[config.mk]
export PLATFORM = sky130hd
export DESIGN_NAME = wb_cmd_master
export DESIGN_NICKNAME = d
export VERILOG_FILES = /design/src/rtl/wb_cmd_master_pkg.sv /design/src/rtl/wbm_timeout.sv /design/src/rtl/wb_cmd_master.sv
export SDC_FILE = /design/constraint.sdc
export NUM_CORES = 1
export LEC_CHECK = 0
export CAP_MARGIN = 20
export CORE_MARGIN = 2
export CORE_UTILIZATION = 36
export DETAILED_ROUTE_END_ITERATION = 10
export PLACE_DENSITY_LB_ADDON = 0.3
export SKIP_CTS_REPAIR_TIMING = 1
export SLEW_MARGIN = 10
export SYNTH_ARGS = -nofsm -noshare
export SYNTH_HDL_FRONTEND = slang
export SYNTH_SLANG_ARGS = --single-unit
export TNS_END_PERCENT = 20
[constraint.sdc]
create_clock -name wb_clk_i -period 2.89 [get_ports wb_clk_i]
set_input_delay 0.289 -clock wb_clk_i [delete_from_list [all_inputs] [get_ports wb_clk_i]]
set_output_delay 0.289 -clock wb_clk_i [all_outputs]
set_load 0.01 [all_outputs]
[src/rtl/wb_cmd_master_pkg.sv]
// rtl/wb_cmd_master_pkg.sv - shared state encodings and default timeout for wb_cmd_master
package wb_cmd_master_pkg;

    typedef enum logic [1:0] {
        WBM_IDLE = 2'd0,
        WBM_BUS  = 2'd1,
        WBM_RESP = 2'd2
    } wbm_state_e;

    localparam logic [15:0] WBM_TIMEOUT_DEFAULT = 16'd1023;

endpackage

[src/rtl/wbm_timeout.sv]
// rtl/wbm_timeout.sv - bus-wait counter with clear, enable and expiry flag
module wbm_timeout
    import wb_cmd_master_pkg::*;
#(
    parameter logic [15:0] LIMIT = WBM_TIMEOUT_DEFAULT
) (
    input  logic clk,
    input  logic rst,
    input  logic clr,
    input  logic en,
    output logic expired
);

    logic [15:0] cnt_q;
    logic [15:0] cnt_d;

    // Clear wins over counting so the count always starts at 0 on entry to BUS.
    always_comb begin
        cnt_d = cnt_q;
        if (clr) begin
            cnt_d = 16'd0;
        end else if (en) begin
            cnt_d = cnt_q + 16'd1;
        end
    end

    // Counter register with synchronous reset.
    always_ff @(posedge clk) begin
        if (rst) begin
            cnt_q <= 16'd0;
        end else begin
            cnt_q <= cnt_d;
        end
    end

    // Expiry only counts on a waiting cycle, so an ack on the same cycle wins.
    assign expired = en && (cnt_q == (LIMIT - 16'd1));

endmodule

[src/rtl/wb_cmd_master.sv]
// rtl/wb_cmd_master.sv - Wishbone classic single-cycle command master; timeout built with WB_CMD_MASTER_TIMEOUT_EN
module wb_cmd_master
    import wb_cmd_master_pkg::*;
#(
    parameter logic [15:0] TIMEOUT = WBM_TIMEOUT_DEFAULT
) (
    input  logic        wb_clk_i,
    input  logic        wb_rst_i,
    input  logic        cmd_valid,
    output logic        cmd_ready,
    input  logic        cmd_we,
    input  logic [1:0]  cmd_sel,
    input  logic [31:0] cmd_adr,
    input  logic [15:0] cmd_dat,
    output logic        resp_valid,
    input  logic        resp_ready,
    output logic [15:0] resp_dat,
    output logic        resp_err,
    output logic        wb_cyc_o,
    output logic        wb_stb_o,
    output logic        wb_we_o,
    output logic [1:0]  wb_sel_o,
    output logic [31:0] wb_adr_o,
    output logic [15:0] wb_dat_o,
    input  logic [15:0] wb_dat_i,
    input  logic        wb_ack_i
);

    wbm_state_e  state_q, state_d;
    logic        cmd_ready_q, cmd_ready_d;
    logic        cyc_q, cyc_d;
    logic        we_q, we_d;
    logic [1:0]  sel_q, sel_d;
    logic [31:0] adr_q, adr_d;
    logic [15:0] dat_q, dat_d;
    logic        resp_valid_q, resp_valid_d;
    logic [15:0] resp_dat_q, resp_dat_d;
    logic        resp_err_q, resp_err_d;
    logic        timeout_hit;

`ifdef WB_CMD_MASTER_TIMEOUT_EN
    wbm_timeout #(
        .LIMIT   (TIMEOUT)
    ) u_timeout (
        .clk     (wb_clk_i),
        .rst     (wb_rst_i),
        .clr     (state_q != WBM_BUS),
        .en      ((state_q == WBM_BUS) && !wb_ack_i),
        .expired (timeout_hit)
    );
`else
    localparam bit unused_timeout = |TIMEOUT;
    assign timeout_hit = 1'b0;
`endif

    // Next-state and registered-output logic for the IDLE -> BUS -> RESP handshake.
    always_comb begin
        state_d      = state_q;
        cmd_ready_d  = cmd_ready_q;
        cyc_d        = cyc_q;
        we_d         = we_q;
        sel_d        = sel_q;
        adr_d        = adr_q;
        dat_d        = dat_q;
        resp_valid_d = resp_valid_q;
        resp_dat_d   = resp_dat_q;
        resp_err_d   = resp_err_q;
        case (state_q)
            WBM_IDLE: begin
                if (cmd_valid) begin
                    we_d        = cmd_we;
                    sel_d       = cmd_sel;
                    adr_d       = cmd_adr;
                    dat_d       = cmd_dat;
                    cyc_d       = 1'b1;
                    cmd_ready_d = 1'b0;
                    state_d     = WBM_BUS;
                end
            end
            WBM_BUS: begin
                if (wb_ack_i) begin
                    cyc_d        = 1'b0;
                    resp_valid_d = 1'b1;
                    resp_dat_d   = we_q ? 16'h0000 : wb_dat_i;
                    resp_err_d   = 1'b0;
                    state_d      = WBM_RESP;
                end else if (timeout_hit) begin
                    cyc_d        = 1'b0;
                    resp_valid_d = 1'b1;
                    resp_dat_d   = 16'h0000;
                    resp_err_d   = 1'b1;
                    state_d      = WBM_RESP;
                end
            end
            WBM_RESP: begin
                if (resp_ready) begin
                    resp_valid_d = 1'b0;
                    cmd_ready_d  = 1'b1;
                    state_d      = WBM_IDLE;
                end
            end
            default: begin
                cyc_d        = 1'b0;
                resp_valid_d = 1'b0;
                cmd_ready_d  = 1'b1;
                state_d      = WBM_IDLE;
            end
        endcase
    end

    // State and output registers; reset abandons any bus cycle or pending response.
    always_ff @(posedge wb_clk_i) begin
        if (wb_rst_i) begin
            state_q      <= WBM_IDLE;
            cmd_ready_q  <= 1'b1;
            cyc_q        <= 1'b0;
            we_q         <= 1'b0;
            sel_q        <= 2'b00;
            adr_q        <= 32'h0;
            dat_q        <= 16'h0;
            resp_valid_q <= 1'b0;
            resp_dat_q   <= 16'h0;
            resp_err_q   <= 1'b0;
        end else begin
            state_q      <= state_d;
            cmd_ready_q  <= cmd_ready_d;
            cyc_q        <= cyc_d;
            we_q         <= we_d;
            sel_q        <= sel_d;
            adr_q        <= adr_d;
            dat_q        <= dat_d;
            resp_valid_q <= resp_valid_d;
            resp_dat_q   <= resp_dat_d;
            resp_err_q   <= resp_err_d;
        end
    end

    assign cmd_ready  = cmd_ready_q;
    assign resp_valid = resp_valid_q;
    assign resp_dat   = resp_dat_q;
    assign resp_err   = resp_err_q;
    assign wb_cyc_o   = cyc_q;
    assign wb_stb_o   = cyc_q;
    assign wb_we_o    = we_q;
    assign wb_sel_o   = sel_q;
    assign wb_adr_o   = adr_q;
    assign wb_dat_o   = dat_q;

endmodule

==> out/results.txt, run 1 <==
result of the run: finished clean
number of cell instances on the worst register-to-register path: 3
final worst path period share: 0.6642
internal reg-to-reg setup slack: 1600 ps
number of buffers created by CTS: 9
fraction of layout instances using a drive strength above 1: 0.06388
Lkg Pwr: 1.853 nW
post-synthesis sequential element count: 72
Gate Count Post-Synth: 316
vias per std cell: 4.577
height of the chip: 99.23 um
register area share after synthesis: 0.4415
most area-consuming cells after synthesis: sky130_fd_sc_hd__dfxtp_1 (44%), sky130_fd_sc_hd__nand2b_1 (23%), sky130_fd_sc_hd__mux2i_1 (21%)
post-synth net total: 388
total DRC errors in the routed layout: 0
final cell count without fillers: 562
Final Hold Fails: 0
overall fraction of global-route tracks in use: 0.1552
path category of the worst min-delay check: reg -> reg
routed len/inst: 13.57 um
beginning of the critical path: wb_we_o
multiplexer share of the synthesized area: 0.2054
Power Density: 485.0 nW/um^2
violation count after the first detailed-routing iteration: 55
min cycle time layout: 1919 ps
layout-stage area growth over the synthesis result: 50.13%
clock transition time at the flip-flop clock pins of the worst setup and hold paths: 70 ps
number of buffers inserted by port buffering: 142
Die Outline Area: 9846 um^2
max-slew violation total from the final report: 0
Slowest-stage cell, CP: sky130_fd_sc_hd__clkdlybuf4s50_1
Layout Utilization: 0.5593
number of global-route vias before repair: 2741
Peak VDD IR: 0.0002790 V
final RePlAce weighted congestion: 0.6906
fin worst setup slack: 970.6 ps
Net count, final: 521
total gr overflow: 0
final total negative setup slack: 0 ps
minimum setup slack after placement: 1045 ps
HPWL Detailed: 5.382 mm
final WL: 7.626 mm
maximum achievable frequency: 521.0 MHz
Setup Viol. Count Final: 0
Worst Path Class, Setup: reg -> out
measured slew at the worst slew-check pin: 994.8 ps
kind of end point of the critical path: output pin
# H-tree levels: 3
arrival time worst endpoint: 1630 ps
largest net degree at the start of global routing: 80
critical path buffer and inverter count: 1
Max-Slew Margin vs Limit: 0.3368
clock tree from TritonCTS: yes
dominant combinational cell family by area after synthesis: simple AND/OR/NAND/NOR gates
number of cells on the critical path: 1
antenna diode count: 0
antenna violations before repair: 0
count of unique library cells instantiated by Yosys: 20
CTS Sinks: 72
clock latency at the later pin of the worst-skew pair: 330 ps
Required @ worst endpoint: 2600 ps
yosys warns: 0
CTS root buf: sky130_fd_sc_hd__clkbuf_8
wire length of the first global-routing pass: 12.52 mm
unrepaired setup endpoints after global routing: false
Max Root-Sink Buffers: 2
# placed instances: 546
first drt pass iteration count: 4
Post-Synthesis Cell Area: 3264 um^2
Critical path destination: wb_we_o
startpoint types: register
area share of fa/ha/maj cells after synthesis: 0
Placement Rows: 34
xor-xnor portion of the synthesized cell area: 0
standard cell core area: 8763 um^2
crit-path cells: clkdlybuf4s50_1
delay of the slowest critical-path stage: 660 ps
total of max-cap violations: 0
CP Max Fanout: 18
compound-cell area share of the yosys netlist: 0.01533
mean area per synthesized cell: 10.33 um^2
top-area cell type share of the netlist area: 0.4415
top-level I/O count: 144
antenna-violating nets left: 0
Worst R2R End: wb_adr_o[22]
critical path's top delay family: buffers and inverters
launch instance of the worst register-to-register path: state_q[1]
post-synthesis share of cell area spent on and, or, nand and nor gates: 0.2852
final worst clock skew: 7.625 ps
Initial Util: 0.3725
detailed-route via count: 2572
cell taking the most area after synthesis: sky130_fd_sc_hd__dfxtp_1
horizontal die dimension: 99.23 um
[power by group]
part,total (mW),switching [mW],internal [mW]
sequential,1.10,0.0419,1.06
combinational,0.470,0.171,0.299
clock,0.806,0.361,0.445
total,2.38,0.574,1.80
[through the flow]
stage / hold WS (ps) / power [mW] / instance area (um^2)
after floorplan: 444.3 / 1.348 / 3264
after global placement: 456.8 / 1.587 / 4702
after detailed placement: 464.1 / 1.599 / 4702
after CTS: 478.2 / 2.410 / 4901
after global routing: 494.8 / 2.488 / 4901
final: 472.1 / 2.377 / 4901
[cell type report]
type | count | area, um^2
Fill cell | 805 | 3862
Multi-Input combinational cell | 217 | 1660
Timing Repair Buffer | 148 | 1461
Sequential cell | 72 | 1441
Clock buffer | 13 | 158.9
Tap cell | 108 | 135.1
Clock inverter | 3 | 40.04
Inverter | 1 | 3.754
[cells in the final DEF, fill, tap and decap left out, types with 2 or more instances in the layout]
master	Yosys	final
sky130_fd_sc_hd__nand2b_1	120	120
sky130_fd_sc_hd__clkbuf_1	14	2
sky130_fd_sc_hd__o21ai_0	2	2
sky130_fd_sc_hd__nor2b_1	2	2
sky130_fd_sc_hd__clkdlybuf4s50_1	0	141
sky130_fd_sc_hd__or3b_1	9	9
sky130_fd_sc_hd__dfxtp_1	72	72
sky130_fd_sc_hd__a22o_1	2	2
sky130_fd_sc_hd__buf_4	3	6
sky130_fd_sc_hd__or3b_2	7	7
sky130_fd_sc_hd__clkinv_2	0	2
sky130_fd_sc_hd__mux2i_1	67	67
sky130_fd_sc_hd__clkbuf_8	0	11
[metal layers]
layer,up-vias,track usage,wire (um)
li1,1292,-,-
met1,1175,0.1952,3516
met2,97,0.2479,3331
met3,8,0.05762,687
met4,0,0.04847,91
met5,-,0,0
[cells by family after synthesis]
group / after synthesis
other: 1
flip-flops: 72
AND/OR/NAND/NOR: 142
multiplexers: 67
buffers and inverters: 27
AO/OA/AOI/OAI: 7
[sequential cells by signal (all words and copies together), names as in the netlist]
name / flops
wb_cyc_o: 1
resp_valid: 1
resp_dat: 16
wb_dat_o: 16
state_q: 2
wb_sel_o: 2
wb_we_o: 1
cmd_ready: 1
wb_adr_o: 32
[Yosys cell counts (all sizes together)]
cell,n
buf,12
nand2b,120
nor3b,2
clkbuf,14
and3b,1
a211oi,1
mux2i,67
conb,1
o21ai,2
or3b,16
inv,1
dfxtp,72
a22o,2
o21a,1
nor2,1
a22oi,1
nor2b,2
[worst min path at each step]
| stage | startpoint | to | slack (ps) | depth (start not counted) |
|---|---|---|---|---|
| final | resp_dat[15] | resp_dat[15] | 470 | 2 |
| after global routing | wb_sel_o[0] | wb_sel_o[0] | 490 | 2 |
| after CTS | resp_dat[15] | resp_dat[15] | 480 | 2 |
| after detailed placement | wb_adr_o[8] | wb_adr_o[8] | 460 | 2 |
| after global placement | wb_adr_o[8] | wb_adr_o[8] | 460 | 2 |
| after floorplan | cmd_adr[0] | wb_adr_o[0] | 440 | 2 |
Note: power is estimated with default switching activity, not from simulation.
==> inputs of run 2 (changes only) <==
==> constraint.sdc (replaced) <==
create_clock -name wb_clk_i -period 1.9 [get_ports wb_clk_i]
set_input_delay 0.19 -clock wb_clk_i [delete_from_list [all_inputs] [get_ports wb_clk_i]]
set_output_delay 0.19 -clock wb_clk_i [all_outputs]
set_load 0.01 [all_outputs]
==> out/results.txt, run 2 (same netlist as run 1, synthesis figures left out) <==
result of the run: finished clean
# H-tree levels: 3
routed len/inst: 12.86 um
standard cell core area: 8763 um^2
clock latency at the later pin of the worst-skew pair: 330 ps
Setup Viol. Count Final: 0
critical path buffer and inverter count: 1
Slowest-stage cell, CP: sky130_fd_sc_hd__clkdlybuf4s50_1
number of global-route vias before repair: 2600
minimum setup slack after placement: 232.0 ps
Net count, final: 521
vias per std cell: 4.592
start point of the worst hold path: cmd_adr[16]
Die Outline Area: 9846 um^2
violation count after the first detailed-routing iteration: 64
final worst path period share: 0.8558
final WL: 7.212 mm
measured slew at the worst slew-check pin: 774.4 ps
Required @ worst endpoint: 1710 ps
horizontal die dimension: 99.23 um
critical path's top delay family: buffers and inverters
final worst hold slack: 415.7 ps
clock tree from TritonCTS: yes
number of cells on the critical path: 1
Initial Util: 0.3725
HPWL Detailed: 5.159 mm
internal reg-to-reg setup slack: 540 ps
Lkg Pwr: 1.849 nW
final total negative setup slack: 0 ps
# placed instances: 546
total of max-cap violations: 0
launch instance of the worst register-to-register path: state_q[1]
switching share of power: 0.2391
final cell count without fillers: 561
final RePlAce weighted congestion: 0.7216
CTS Sinks: 72
most used routing layer in global routing: met2
Peak VDD IR: 0.0003457 V
layout-stage area growth over the synthesis result: 50.59%
met3 layer usage reported by global route: 0.05481
total DRC errors in the routed layout: 0
unrepaired setup endpoints after global routing: false
met2 Usage GRT: 0.2354
first drt pass iteration count: 4
fraction of layout instances using a drive strength above 1: 0.06402
Worst Path Class, Setup: reg -> out
top-level I/O count: 144
cell depth of the worst min-delay path: 3
largest net degree at the start of global routing: 60
clock transition time at the flip-flop clock pins of the worst setup and hold paths: 80 ps
number of buffers created by CTS: 9
final standard cell area without fillers: 4916 um^2
antenna diode count: 0
GR Layer Usage met1: 0.1916
overall fraction of global-route tracks in use: 0.1511
Seq pwr share: 0.471
max-slew violation total from the final report: 0
antenna violations before repair: 0
crit-path cells: clkdlybuf4s50_1
number of buffers inserted by port buffering: 142
Final Hold Fails: 0
total internal power: 2.707 mW
beginning of the critical path: wb_we_o
detailed-route via count: 2576
total power of the final layout: 3.557 mW
combinational share of power: 0.201
post-placement cell area: 4727 um^2
arrival time worst endpoint: 1440 ps
path category of the worst min-delay check: in -> reg
kind of end point of the critical path: output pin
most common cell after layout, fill and taps aside: sky130_fd_sc_hd__clkdlybuf4s50_1
number of cell instances on the worst register-to-register path: 3
height of the chip: 99.23 um
antenna-violating nets left: 0
total gr overflow: 0
final worst clock skew: 11.95 ps
top library cells by usage in the layout, fill and taps aside: sky130_fd_sc_hd__clkdlybuf4s50_1 (141), sky130_fd_sc_hd__nand2b_1 (120), sky130_fd_sc_hd__dfxtp_1 (71)
number of flip-flops in the largest register: 32
maximum achievable frequency: 615.0 MHz
delay of the slowest critical-path stage: 620 ps
Max Root-Sink Buffers: 2
CP Max Fanout: 18
startpoint types: register
Power Density: 723.6 nW/um^2
fin worst setup slack: 274.0 ps
CTS root buf: sky130_fd_sc_hd__clkbuf_8
power dissipated by switching net loads: 0.8507 mW
min cycle time layout: 1626 ps
wire length of the first global-routing pass: 12.29 mm
proportion of power drawn by the clock network: 0.328
Layout Utilization: 0.5610
Placement Rows: 34
Max-Slew Margin vs Limit: 0.4838
-- run 2: cell types whose count changed in the layout (fill, tap and decap cells not counted), sizes merged --
cell      previous run  this run
clkbuf              13        12
clkinv               2         1
clkinvlp             0         1
-- run 2: final timing paths --
| path | end |
|---|---|
| hold reg to reg | wb_adr_o[10] |
| setup reg to reg | wb_adr_o[15] |
| setup / recovery | wb_we_o |
| hold / removal | wb_adr_o[16] |
-- run 2: layout make-up --
| type | count | area [um^2] |
|---|---|---|
| clock buffer | 12 | 145.1 |
| clock inverter | 3 | 42.54 |
| fill | 781 | 3847 |
| inverter | 1 | 3.754 |
| multi-input combinational | 217 | 1660 |
| sequential | 72 | 1443 |
| tap | 108 | 135.1 |
| timing repair buffer | 148 | 1486 |
-- run 2: layer usage --
| metal | share of wire | wire length (um) | vias to the layer above |
|---|---|---|---|
| li1 | - | - | 1295 |
| met1 | 0.45 | 3277 | 1180 |
| met2 | 0.44 | 3192 | 95 |
| met3 | 0.094 | 680 | 6 |
| met4 | 0.0085 | 61 | 0 |
| met5 | 0 | 0 | - |
-- run 2: power groups by stage --
stage               Clock (mW)  Sequential, mW  Combinational [mW]
finish                    1.17            1.67               0.716
global route              1.27            1.69               0.773
CTS                       1.22            1.68               0.728
detailed placement           0            1.71               0.725
global placement             0            1.71               0.714
floorplan                    0            1.74               0.306
==> inputs of run 3 (changes only) <==
--- a/config.mk
+++ b/config.mk
@@ -7,7 +7,7 @@
 export LEC_CHECK = 0
 export CAP_MARGIN = 20
 export CORE_MARGIN = 2
-export CORE_UTILIZATION = 36
+export CORE_UTILIZATION = 40
 export DETAILED_ROUTE_END_ITERATION = 10
 export PLACE_DENSITY_LB_ADDON = 0.3
 export SKIP_CTS_REPAIR_TIMING = 1
==> constraint.sdc (replaced) <==
create_clock -name wb_clk_i -period 1.9 [get_ports wb_clk_i]
set_input_delay 0.19 -clock wb_clk_i [delete_from_list [all_inputs] [get_ports wb_clk_i]]
set_output_delay 0.19 -clock wb_clk_i [all_outputs]
set_load 0.005 [all_outputs]
==> out/results.txt, run 3 (same netlist as run 1, synthesis figures left out) <==
antenna diode count: 0
metal1 wirelength: 3.097 mm
number of flip-flops in the largest register: 32
Initial Util: 0.4181
wire length of the first global-routing pass: 11.41 mm
fin worst setup slack: 108.9 ps
measured slew at the worst slew-check pin: 507.9 ps
amount of wire on met3 after detailed routing: 808 um
overall fraction of global-route tracks in use: 0.1624
standard cell core area: 7807 um^2
antenna-violating nets left: 0
clock latency at the later pin of the worst-skew pair: 340 ps
Max Root-Sink Buffers: 2
Net count, final: 521
Max-Slew Margin vs Limit: 0.6609
CTS root buf: sky130_fd_sc_hd__clkbuf_8
horizontal die dimension: 94.34 um
crit-path cells: clkdlybuf4s50_1
total DRC errors in the routed layout: 0
Lkg Pwr: 1.866 nW
Slowest-stage cell, CP: sky130_fd_sc_hd__dfxtp_1
total of max-cap violations: 0
maximum achievable frequency: 558.3 MHz
fraction of layout instances using a drive strength above 1: 0.06828
min cycle time layout: 1791 ps
path category of the worst min-delay check: in -> reg
HPWL Detailed: 5.185 mm
Setup Viol. Count Final: 0
Highest Signal Layer: met4
violation count after the first detailed-routing iteration: 58
Placement Rows: 32
total gr overflow: 0
top-level I/O count: 144
detailed-route via count: 2560
layout-stage area growth over the synthesis result: 51.67%
Required @ worst endpoint: 1710 ps
final worst clock skew: 7.773 ps
first drt pass iteration count: 4
number of buffers created by CTS: 9
largest net degree at the start of global routing: 56
result of the run: finished clean
height of the chip: 94.34 um
Peak VDD IR: 0.0003580 V
Worst Path Class, Setup: reg -> out
arrival time worst endpoint: 1600 ps
minimum setup slack after placement: 264.3 ps
final worst hold slack: 393.3 ps
number of buffers inserted by port buffering: 142
# placed instances: 540
clock tree from TritonCTS: yes
max-slew violation total from the final report: 0
kind of end point of the critical path: output pin
Die Outline Area: 8899 um^2
vias per std cell: 4.604
most common cell after layout, fill and taps aside: sky130_fd_sc_hd__clkdlybuf4s50_1
routed len/inst: 13.04 um
antenna violations before repair: 0
startpoint types: register
final worst path period share: 0.9427
CP Max Fanout: 18
clock transition time at the flip-flop clock pins of the worst setup and hold paths: 70 ps
final RePlAce weighted congestion: 0.6731
top library cells by usage in the layout, fill and taps aside: sky130_fd_sc_hd__clkdlybuf4s50_1 (141), sky130_fd_sc_hd__nand2b_1 (120), sky130_fd_sc_hd__dfxtp_1 (72)
CTS Sinks: 72
final WL: 7.248 mm
delay of the slowest critical-path stage: 640 ps
Layout Utilization: 0.6341
critical path buffer and inverter count: 1
Power Density: 727.3 nW/um^2
critical path's top delay family: flip-flops
Final Hold Fails: 0
number of global-route vias before repair: 2494
final total negative setup slack: 0 ps
# H-tree levels: 3
unrepaired setup endpoints after global routing: false
met2 wire len: 3.252 mm
final cell count without fillers: 556
==> run 3: cell types whose count changed in the layout (fill, tap and decap cells not counted) <==
cell and change:
sky130_fd_sc_hd__clkinvlp_4 +1, sky130_fd_sc_hd__clkbuf_1 -2, sky130_fd_sc_hd__dfxtp_1 +1, sky130_fd_sc_hd__buf_4 -2, sky130_fd_sc_hd__clkbuf_8 +1, sky130_fd_sc_hd__clkinv_2 +1, sky130_fd_sc_hd__dfxtp_2 -1, sky130_fd_sc_hd__buf_12 +2
==> run 3: layout make-up <==
type / count / area (um^2)
timing repair buffer: 148 / 1511
tap: 102 / 127.6
multi-input combinational: 217 / 1660
fill: 655 / 2856
sequential: 72 / 1441
clock buffer: 11 / 151.4
inverter: 1 / 3.754
clock inverter: 5 / 55.05
==> run 3: stage by stage <==
| step | cell area [um^2] | power, mW |
|---|---|---|
| 6_report | 4951 | 3.601 |
| 5_1_grt | 4951 | 3.761 |
| 4_1_cts | 4951 | 3.649 |
| 3_5_place_dp | 4745 | 2.401 |
| 3_3_place_gp | 4745 | 2.388 |
| 2_1_floorplan | 3264 | 2.011 |
==> run 3: path summary, 6_finish.rpt <==
kind,from,to,slack [ps],cells past startpoint
worst max-delay path,wb_we_o,wb_we_o,110,1
worst min-delay path,wb_rst_i,state_q[0],390,2
worst max register to register,state_q[1],wb_sel_o[0],590,3
worst min register to register,wb_adr_o[1],wb_adr_o[1],470,2
==> run 3: power by group <==
part           leakage, nW  switching, mW  internal, mW
Combinational         1.17          0.219         0.466
Sequential           0.591         0.0638          1.61
Clock                0.101          0.567         0.673
==> run 3: routing by layer <==
| metal | GRT usage | vias to the layer above |
|---|---|---|
| met2 | 0.2607 | 103 |
| met1 | 0.1914 | 1157 |
| met4 | 0.06884 | 0 |
| met5 | 0 | - |
| met3 | 0.06784 | 7 |
| li1 | - | 1293 |
